`config.mk`:
```
export PLATFORM = sky130hd
export DESIGN_NAME = mem_wb_sequencer
export DESIGN_NICKNAME = d
export VERILOG_FILES = /design/src/rtl/mem_wb_sequencer_pkg.sv /design/src/rtl/mem_wb_sequencer_timeout_ctr.sv /design/src/rtl/mem_wb_sequencer.sv
export SDC_FILE = /design/constraint.sdc
export NUM_CORES = 1
export LEC_CHECK = 0
export ABC_AREA = 1
export CORE_ASPECT_RATIO = 0.9
export CORE_UTILIZATION = 40
export CTS_CLUSTER_DIAMETER = 50
export DETAILED_ROUTE_END_ITERATION = 10
export GPL_ROUTABILITY_DRIVEN = 0
export PLACE_DENSITY = 0.77
export SYNTH_ARGS = -nofsm -noshare
export SYNTH_HDL_FRONTEND = slang
export SYNTH_HIERARCHICAL = 1
export SYNTH_SLANG_ARGS = --single-unit
```
`constraint.sdc`:
```
create_clock -name i_clk -period 2.5 [get_ports i_clk]
set_clock_uncertainty 0.1 [all_clocks]
set_input_delay 0.25 -clock i_clk [delete_from_list [all_inputs] [get_ports i_clk]]
set_output_delay 0.25 -clock i_clk [all_outputs]
set_load 0.005 [all_outputs]
```
`src/rtl/mem_wb_sequencer_pkg.sv`:
```
// rtl/mem_wb_sequencer_pkg.sv - shared register ids, FSM states and defaults
package mem_wb_sequencer_pkg;

  localparam int DW_DEF      = 16;
  localparam int AW_DEF      = 16;
  localparam int TIMEOUT_DEF = 15;

  localparam logic [5:0] REG_W    = 6'd34;
  localparam logic [5:0] REG_NULL = 6'd35;

  typedef enum logic {
    ST_IDLE = 1'b0,
    ST_REQ  = 1'b1
  } seq_state_t;

endpackage

```
`src/rtl/mem_wb_sequencer_timeout_ctr.sv`:
```
// rtl/mem_wb_sequencer_timeout_ctr.sv - request-wait counter with expire pulse
module mem_wb_sequencer_timeout_ctr
  import mem_wb_sequencer_pkg::*;
#(
  parameter int TIMEOUT = TIMEOUT_DEF
) (
  input  logic i_clk,
  input  logic i_rst,
  input  logic i_clear,
  input  logic i_enable,
  output logic o_expire
);

  localparam logic [7:0] LP_LAST = 8'(TIMEOUT - 1);

  logic [7:0] r_count;

  // Holds at the last value instead of wrapping; the sequencer aborts there anyway.
  always_ff @(posedge i_clk) begin
    if (i_rst || i_clear) begin
      r_count <= 8'd0;
    end else if (i_enable && (r_count != LP_LAST)) begin
      r_count <= r_count + 8'd1;
    end
  end

  assign o_expire = i_enable && (r_count == LP_LAST);

endmodule

```
`src/rtl/mem_wb_sequencer.sv`:
```
// rtl/mem_wb_sequencer.sv - load/store handshake sequencer owning the writeback port
module mem_wb_sequencer
  import mem_wb_sequencer_pkg::*;
#(
  parameter int DW      = DW_DEF,
  parameter int AW      = AW_DEF,
  parameter int TIMEOUT = TIMEOUT_DEF
) (
  input  logic          i_clk,
  input  logic          i_rst,
  input  logic          i_op_valid,
  output logic          o_op_ready,
  input  logic          i_MR,
  input  logic          i_MW,
  input  logic [AW-1:0] i_op_addr,
  input  logic [DW-1:0] i_W_IN,
  input  logic [DW-1:0] i_DATA_C,
  input  logic [5:0]    i_SEL_C,
  output logic          o_mem_req,
  output logic          o_mem_we,
  output logic [AW-1:0] o_mem_addr,
  output logic [DW-1:0] o_W_MEM_OUT,
  input  logic          i_mem_ack,
  input  logic [DW-1:0] i_W_MEM_IN,
  output logic          o_wb_en,
  output logic [5:0]    o_SEL_REG,
  output logic [DW-1:0] o_DATA,
  output logic          o_stall,
  output logic          o_err
);

  seq_state_t    r_state, w_state_nxt;
  logic          r_mem_req, r_mem_we, r_wb_en, r_err;
  logic [AW-1:0] r_mem_addr;
  logic [DW-1:0] r_wdata, r_data;
  logic [5:0]    r_sel;

  logic          w_req_nxt, w_we_nxt, w_wb_nxt, w_err_nxt;
  logic [AW-1:0] w_addr_nxt;
  logic [DW-1:0] w_wdata_nxt, w_data_nxt;
  logic [5:0]    w_sel_nxt;
  logic          w_accept, w_in_req, w_expire, w_abort;

  assign o_op_ready = (r_state == ST_IDLE) && !i_rst;
  assign o_stall    = !o_op_ready;
  assign w_accept   = i_op_valid && o_op_ready;
  assign w_in_req   = (r_state == ST_REQ);
  assign w_abort    = w_expire && !i_mem_ack;

  mem_wb_sequencer_timeout_ctr #(.TIMEOUT(TIMEOUT)) u_timeout_ctr (
    .i_clk    (i_clk),
    .i_rst    (i_rst),
    .i_clear  (!w_in_req),
    .i_enable (w_in_req),
    .o_expire (w_expire)
  );

  always_ff @(posedge i_clk) begin
    if (i_rst) r_state <= ST_IDLE;
    else       r_state <= w_state_nxt;
  end

  always_comb begin
    w_state_nxt = r_state;
    case (r_state)
      ST_IDLE: if (w_accept && (i_MR ^ i_MW)) w_state_nxt = ST_REQ;
      ST_REQ:  if (i_mem_ack || w_abort)      w_state_nxt = ST_IDLE;
      default: w_state_nxt = ST_IDLE;
    endcase
  end

  // Next values of the registered outputs; request fields hold unless reloaded.
  always_comb begin
    w_req_nxt   = r_mem_req;
    w_we_nxt    = r_mem_we;
    w_addr_nxt  = r_mem_addr;
    w_wdata_nxt = r_wdata;
    w_data_nxt  = r_data;
    w_sel_nxt   = REG_NULL;
    w_wb_nxt    = 1'b0;
    w_err_nxt   = 1'b0;
    case (r_state)
      ST_IDLE: begin
        if (w_accept) begin
          if (i_MR && i_MW) begin
            w_err_nxt = 1'b1;
          end else if (i_MR || i_MW) begin
            w_req_nxt  = 1'b1;
            w_we_nxt   = i_MW;
            w_addr_nxt = i_op_addr;
            if (i_MW) w_wdata_nxt = i_W_IN;
          end else begin
            w_data_nxt = i_DATA_C;
            w_sel_nxt  = i_SEL_C;
            w_wb_nxt   = (i_SEL_C != REG_NULL);
          end
        end
      end
      ST_REQ: begin
        if (i_mem_ack) begin
          w_req_nxt = 1'b0;
          if (!r_mem_we) begin
            w_data_nxt = i_W_MEM_IN;
            w_sel_nxt  = REG_W;
            w_wb_nxt   = 1'b1;
          end
        end else if (w_abort) begin
          w_req_nxt = 1'b0;
          w_err_nxt = 1'b1;
        end
      end
      default: w_req_nxt = 1'b0;
    endcase
  end

  always_ff @(posedge i_clk) begin
    if (i_rst) begin
      r_mem_req  <= 1'b0;
      r_mem_we   <= 1'b0;
      r_mem_addr <= '0;
      r_wdata    <= '0;
      r_data     <= '0;
      r_sel      <= REG_NULL;
      r_wb_en    <= 1'b0;
      r_err      <= 1'b0;
    end else begin
      r_mem_req  <= w_req_nxt;
      r_mem_we   <= w_we_nxt;
      r_mem_addr <= w_addr_nxt;
      r_wdata    <= w_wdata_nxt;
      r_data     <= w_data_nxt;
      r_sel      <= w_sel_nxt;
      r_wb_en    <= w_wb_nxt;
      r_err      <= w_err_nxt;
    end
  end

  assign o_mem_req   = r_mem_req;
  assign o_mem_we    = r_mem_we;
  assign o_mem_addr  = r_mem_addr;
  assign o_W_MEM_OUT = r_wdata;
  assign o_DATA      = r_data;
  assign o_SEL_REG   = r_sel;
  assign o_wb_en     = r_wb_en;
  assign o_err       = r_err;

endmodule

```
* After elaboration in Yosys (flattened, before gate mapping)
Index checks and enable logic that the tools add are counted.
** Cells by class
- $add $sub $neg :: 1
- Eq/ne operators :: 10
- Muxes and demuxes :: 32
- Bitwise operators :: 3
- Reductions and logical operators :: 18
** Operators by type and width (number)
- $mux W16 :: 5
- $pmux W16 S2 :: 1
- $mux W1 :: 18
- $mux W6 :: 3
- $pmux W6 S2 :: 1
- $ne A2 B2 Y1 const B :: 5
- $reduce_and A5 Y1 :: 2
- $add A8 B1 Y8 const B :: 1
- $eq A8 B4 Y1 const B :: 1
- $ne A8 B4 Y1 const B :: 1
- $pmux W1 S2 :: 4
- $reduce_and A4 Y1 :: 2
- $logic_and A1 B1 Y1 :: 7
- $ne A6 B6 Y1 const B :: 1
- $logic_not A1 Y1 :: 4
- $logic_or A1 B1 Y1 :: 3
- $ne A3 B2 Y1 const B :: 1
- $ne A2 B1 Y1 const B :: 1
- $not A1 Y1 :: 2
- $xor A1 B1 Y1 :: 1
** Storage, ports and cells
- Bits in registers :: 67
- Input port bits :: 76
- Output and inout port bits :: 60
- Word-level logic and storage cells :: 74

* Depth between registers and ports, before layout
- Depth in word-level cells :: 6
- Gate-level depth with buffers :: 10
- Mapped depth without buffers :: 9

* Cells and area by module
Netlist, hierarchy kept.
** Modules (own cells, without submodules)
- mem_wb_sequencer :: instances 1, cells an instance 345, area each 2524.9 um2, sequential area each 1181.1 um2
- mem_wb_sequencer_timeout_ctr :: instances 1, cells an instance 75, area each 489.2 um2, sequential area each 160.2 um2

* Worst setup path after synthesis
OpenSTA, ideal clock, no wires.
- Path kind :: input-to-reg
- From :: in i_MR
- To :: reg r_wdata[10] (netlist: o_W_MEM_OUT[10])
- Setup time :: 116 ps
- Arrival time :: 1179 ps
- Data required time :: 2284 ps
- Path slack :: 1105 ps
- Stages on the path :: 9
- Path buffers :: 1
- Cell sequence :: inv_1 -> ha_1 -> inv_1 -> nand2_1 -> nor2_4 -> inv_1 -> buf_6 -> nor2_1 -> nor2_1
** Between the ends
- Longest elaborated chain between the ends :: 3
- Elaborated cells between the ends (all ways) :: 4
- Classes of those cells :: bitwise: 1; reduce/logical: 3
** RTL lines
- from (decl) :: RTL line mem_wb_sequencer.sv:13 : input logic i_MR,
- $logic_and A1 B1 Y1 :: RTL line mem_wb_sequencer.sv:85 : if (i_MR && i_MW) begin
- $not A1 Y1 (no source line)
- $reduce_and A5 Y1 (no source line) *
- to (signal assigned) :: RTL line mem_wb_sequencer.sv:130 : r_wdata <= w_wdata_nxt;
- to (decl) :: RTL line mem_wb_sequencer.sv:35 : logic [DW-1:0] r_wdata, r_data;
Mark *: on every way between the ends. The rest lies on a longest branch, timed or not.
A chain may end at the register's enable or synchronous reset.

* Worst setup path in the final report
- From :: in i_rst
- To :: out o_op_ready
** Between the ends
- Longest elaborated chain between the ends :: 2
** RTL lines
- from (decl) :: RTL line mem_wb_sequencer.sv:10 : input logic i_rst,
- $logic_not A1 Y1 :: RTL line mem_wb_sequencer.sv:44 : assign o_op_ready = (r_state == ST_IDLE) && !i_rst;
- $logic_and A1 B1 Y1 :: RTL line mem_wb_sequencer.sv:44
- to (decl) :: RTL line mem_wb_sequencer.sv:12 : output logic o_op_ready,
Every way passes these cells.

==> reports/qor.yml <==
final_common_cell: "clkdlybuf4s50_1"
antenna_found_initial: 0
start_util_pct: 41.95
rsz0062_at_grt: "no"
io_pins: 136
htreeDepth: 3
cts_resized: 0
worstSetupPathType: "input port to output port"
powerDensity_nw_per_um2: 533.0
cts_tree: "yes"
fin_tns_setup_ps: 0
synth.ff_latch_count: 67
grt_max_degree: 33
fmax_ghz: 0.5218
num_rows: 29
nets: 633
fp.dieH_um: 84.35
nFillCells: 645
first_pass_iters: 6
synth_warnings: 6
grt_overflow: 0
grt_pass1_wl_um: 13230
via_per_inst: 4.792
cts_setup_buffers: 0
tightest_slew_ps: 536.8
diodes: 0
insertion_delay_ps: 330
required_ps: 2150
outcome: "complete, no violations"
drc: 0
post-route-period-util_pct: 76.66
vdd_drop_max_v: 0.0004144
routed_wl_um: 8127
wl_per_cell_um: 12.50
reg2reg_depth: 8
dieArea_um2: 7887
cts_buffers: 9
min_path_type: "input port to flip-flop"
place_area_um2: 4390
r2r-start: "r_state"
first_iter_violations: 159
slew_headroom_pct: 64.08
path_max_fanout: 6
p_leak_nw: 1.837
path_common_cell: "clkdlybuf4s50_1"
reg2reg_to: "o_DATA[4]"
vias: 3115
drive_above_1_share_pct: 6.643
worst_path_max_delay_cell: "clkdlybuf4s50_1"
cts_buffer_depth: 2
startpoint: "i_rst"
fin_area_um2: 4594
grt_pass1_vias: 2891
most-common-layout-cells: "clkdlybuf4s50_1 (135), nor2_1 (102), nand2_1 (86), dfxtp_1 (67), o21ai_0 (35)"
die_w_um: 93.50
core-area_um2: 7184
synth_nets: 501
synth.distinct_cells: 29
finalSetupViolations: 0
dp_hpwl_um: 5936
cts-root-buf: "clkbuf_8"
synth_cells: 420
port-buffer-count: 135
hold_violations: 0
cp_cell_sequence: "clkdlybuf4s50_1 > nor2_4 > clkdlybuf4s50_1"
avgSynthCellArea_um2: 7.177
hold_buffers: 0
total_power_mw: 2.449
regToRegSetupSlack_ps: 850
syn_area_um2: 3014
synthToLayoutAreaGrowth_pct: 52.43
slew_violations: 0
critPathMaxStageDelay_ps: 570
cp-endpoint: "o_op_ready"
crit_arrival_ps: 1570
startpoint_type: "input port"
post-route-min-period_ps: 1916
synth_seq_area_share_pct: 44.50
antenna_left: 0
cp-end-kind: "output port"
cts.sinks: 67
drv_cap: 0
clk_pin_slew_ps: 70
grt_use_total_pct: 21.26
-- cell usage after synthesis (all sizes together) --
| cell | n | area (µm²) |
|---|---|---|
| a21oi | 25 | 125.1 |
| buf | 15 | 113.9 |
| or2 | 1 | 6.260 |
| nand4 | 1 | 6.260 |
| inv | 21 | 81.33 |
| and2 | 16 | 100.1 |
| xor2 | 1 | 8.760 |
| nand2 | 91 | 369.1 |
| nor3 | 1 | 5.000 |
| dfxtp | 67 | 1341 |
| xnor2 | 2 | 17.52 |
| ha | 5 | 62.56 |
| nor2 | 107 | 434.2 |
| clkbuf | 4 | 15.01 |
| o21ai | 38 | 190.2 |
| nand3 | 24 | 130.1 |
| o21a | 1 | 7.510 |
-- state kept, by name, indices dropped and copies added (netlist names) --
| signal | count |
|---|---|
| o_mem_req | 1 |
| o_err | 1 |
| u_timeout_ctr/r_count | 8 |
| o_SEL_REG | 6 |
| o_DATA | 16 |
| o_mem_addr | 16 |
| o_W_MEM_OUT | 16 |
| r_state | 1 |
| o_mem_we | 1 |
| o_wb_en | 1 |
-- cells by family (layout without fill, tap and decap cells) --
kind of cell	count (synthesis)	after routing	share of synthesized area, %
flip-flops	67	67	44.50
buffers and inverters	40	177	6.973
AO/OA/AOI/OAI	64	64	10.71
AND/OR/NAND/NOR	241	241	34.87
XOR/XNOR	3	3	0.8719
adder cells (fa/ha/maj)	5	5	2.076
-- worst min path at each step --
stage	start	end	slack, ps	cells past startpoint
after floorplan	i_rst	o_err	220	1
after global placement	o_DATA[13]	o_DATA[13]	360	2
after detailed placement	o_DATA[13]	o_DATA[13]	370	2
after CTS	i_SEL_C[3]	o_SEL_REG[3]	350	3
after global routing	i_SEL_C[3]	o_SEL_REG[3]	370	3
final	i_SEL_C[5]	o_SEL_REG[5]	370	3
-- metrics by stage --
stage          worst slack [ps]  instances  utilization [%]  hold WS (ps)
3_3_place_gp              489.3        634            61.11         361.4
6_report                  583.6        650            63.95         365.8
5_1_grt                   512.2        650            63.95         365.8
4_1_cts                   574.7        650            63.95         350.3
3_5_place_dp              431.6        634            61.11         368.7
2_1_floorplan              1105        420                -         219.1
-- where the power goes --
part / internal, mW / leakage (nW) / switching (mW)
Clock: 0.514 / 0.106 / 0.394
Combinational: 0.236 / 1.19 / 0.172
Sequential: 1.11 / 0.545 / 0.0222
Total: 1.86 / 1.84 / 0.588
-- final cells by class --
cell class / instances / area [µm²] / area share [%]
Tap cell: 93 / 116.4 / 2.533
Clock buffer: 12 / 155.1 / 3.377
Clock inverter: 4 / 48.80 / 1.062
Sequential cell: 67 / 1341 / 29.19
Inverter: 21 / 81.33 / 1.770
Timing Repair Buffer: 140 / 1389 / 30.23
Multi-Input combinational cell: 313 / 1463 / 31.84
-- layer usage --
| layer | track usage (%) | vias to the layer above | share of wire (%) |
|---|---|---|---|
| li1 | - | 1587 | - |
| met1 | 25.14 | 1387 | 43 |
| met2 | 33.96 | 130 | 44 |
| met3 | 9.964 | 11 | 12 |
| met4 | 7.133 | 0 | 1.4 |
| met5 | 0 | - | 0 |
-- critical path: cells and delay by family --
family	cells	cell delay, ps
buffers and inverters	2	1120
AND/OR/NAND/NOR	1	200
No activity file was read; power rests on OpenSTA's default activity.
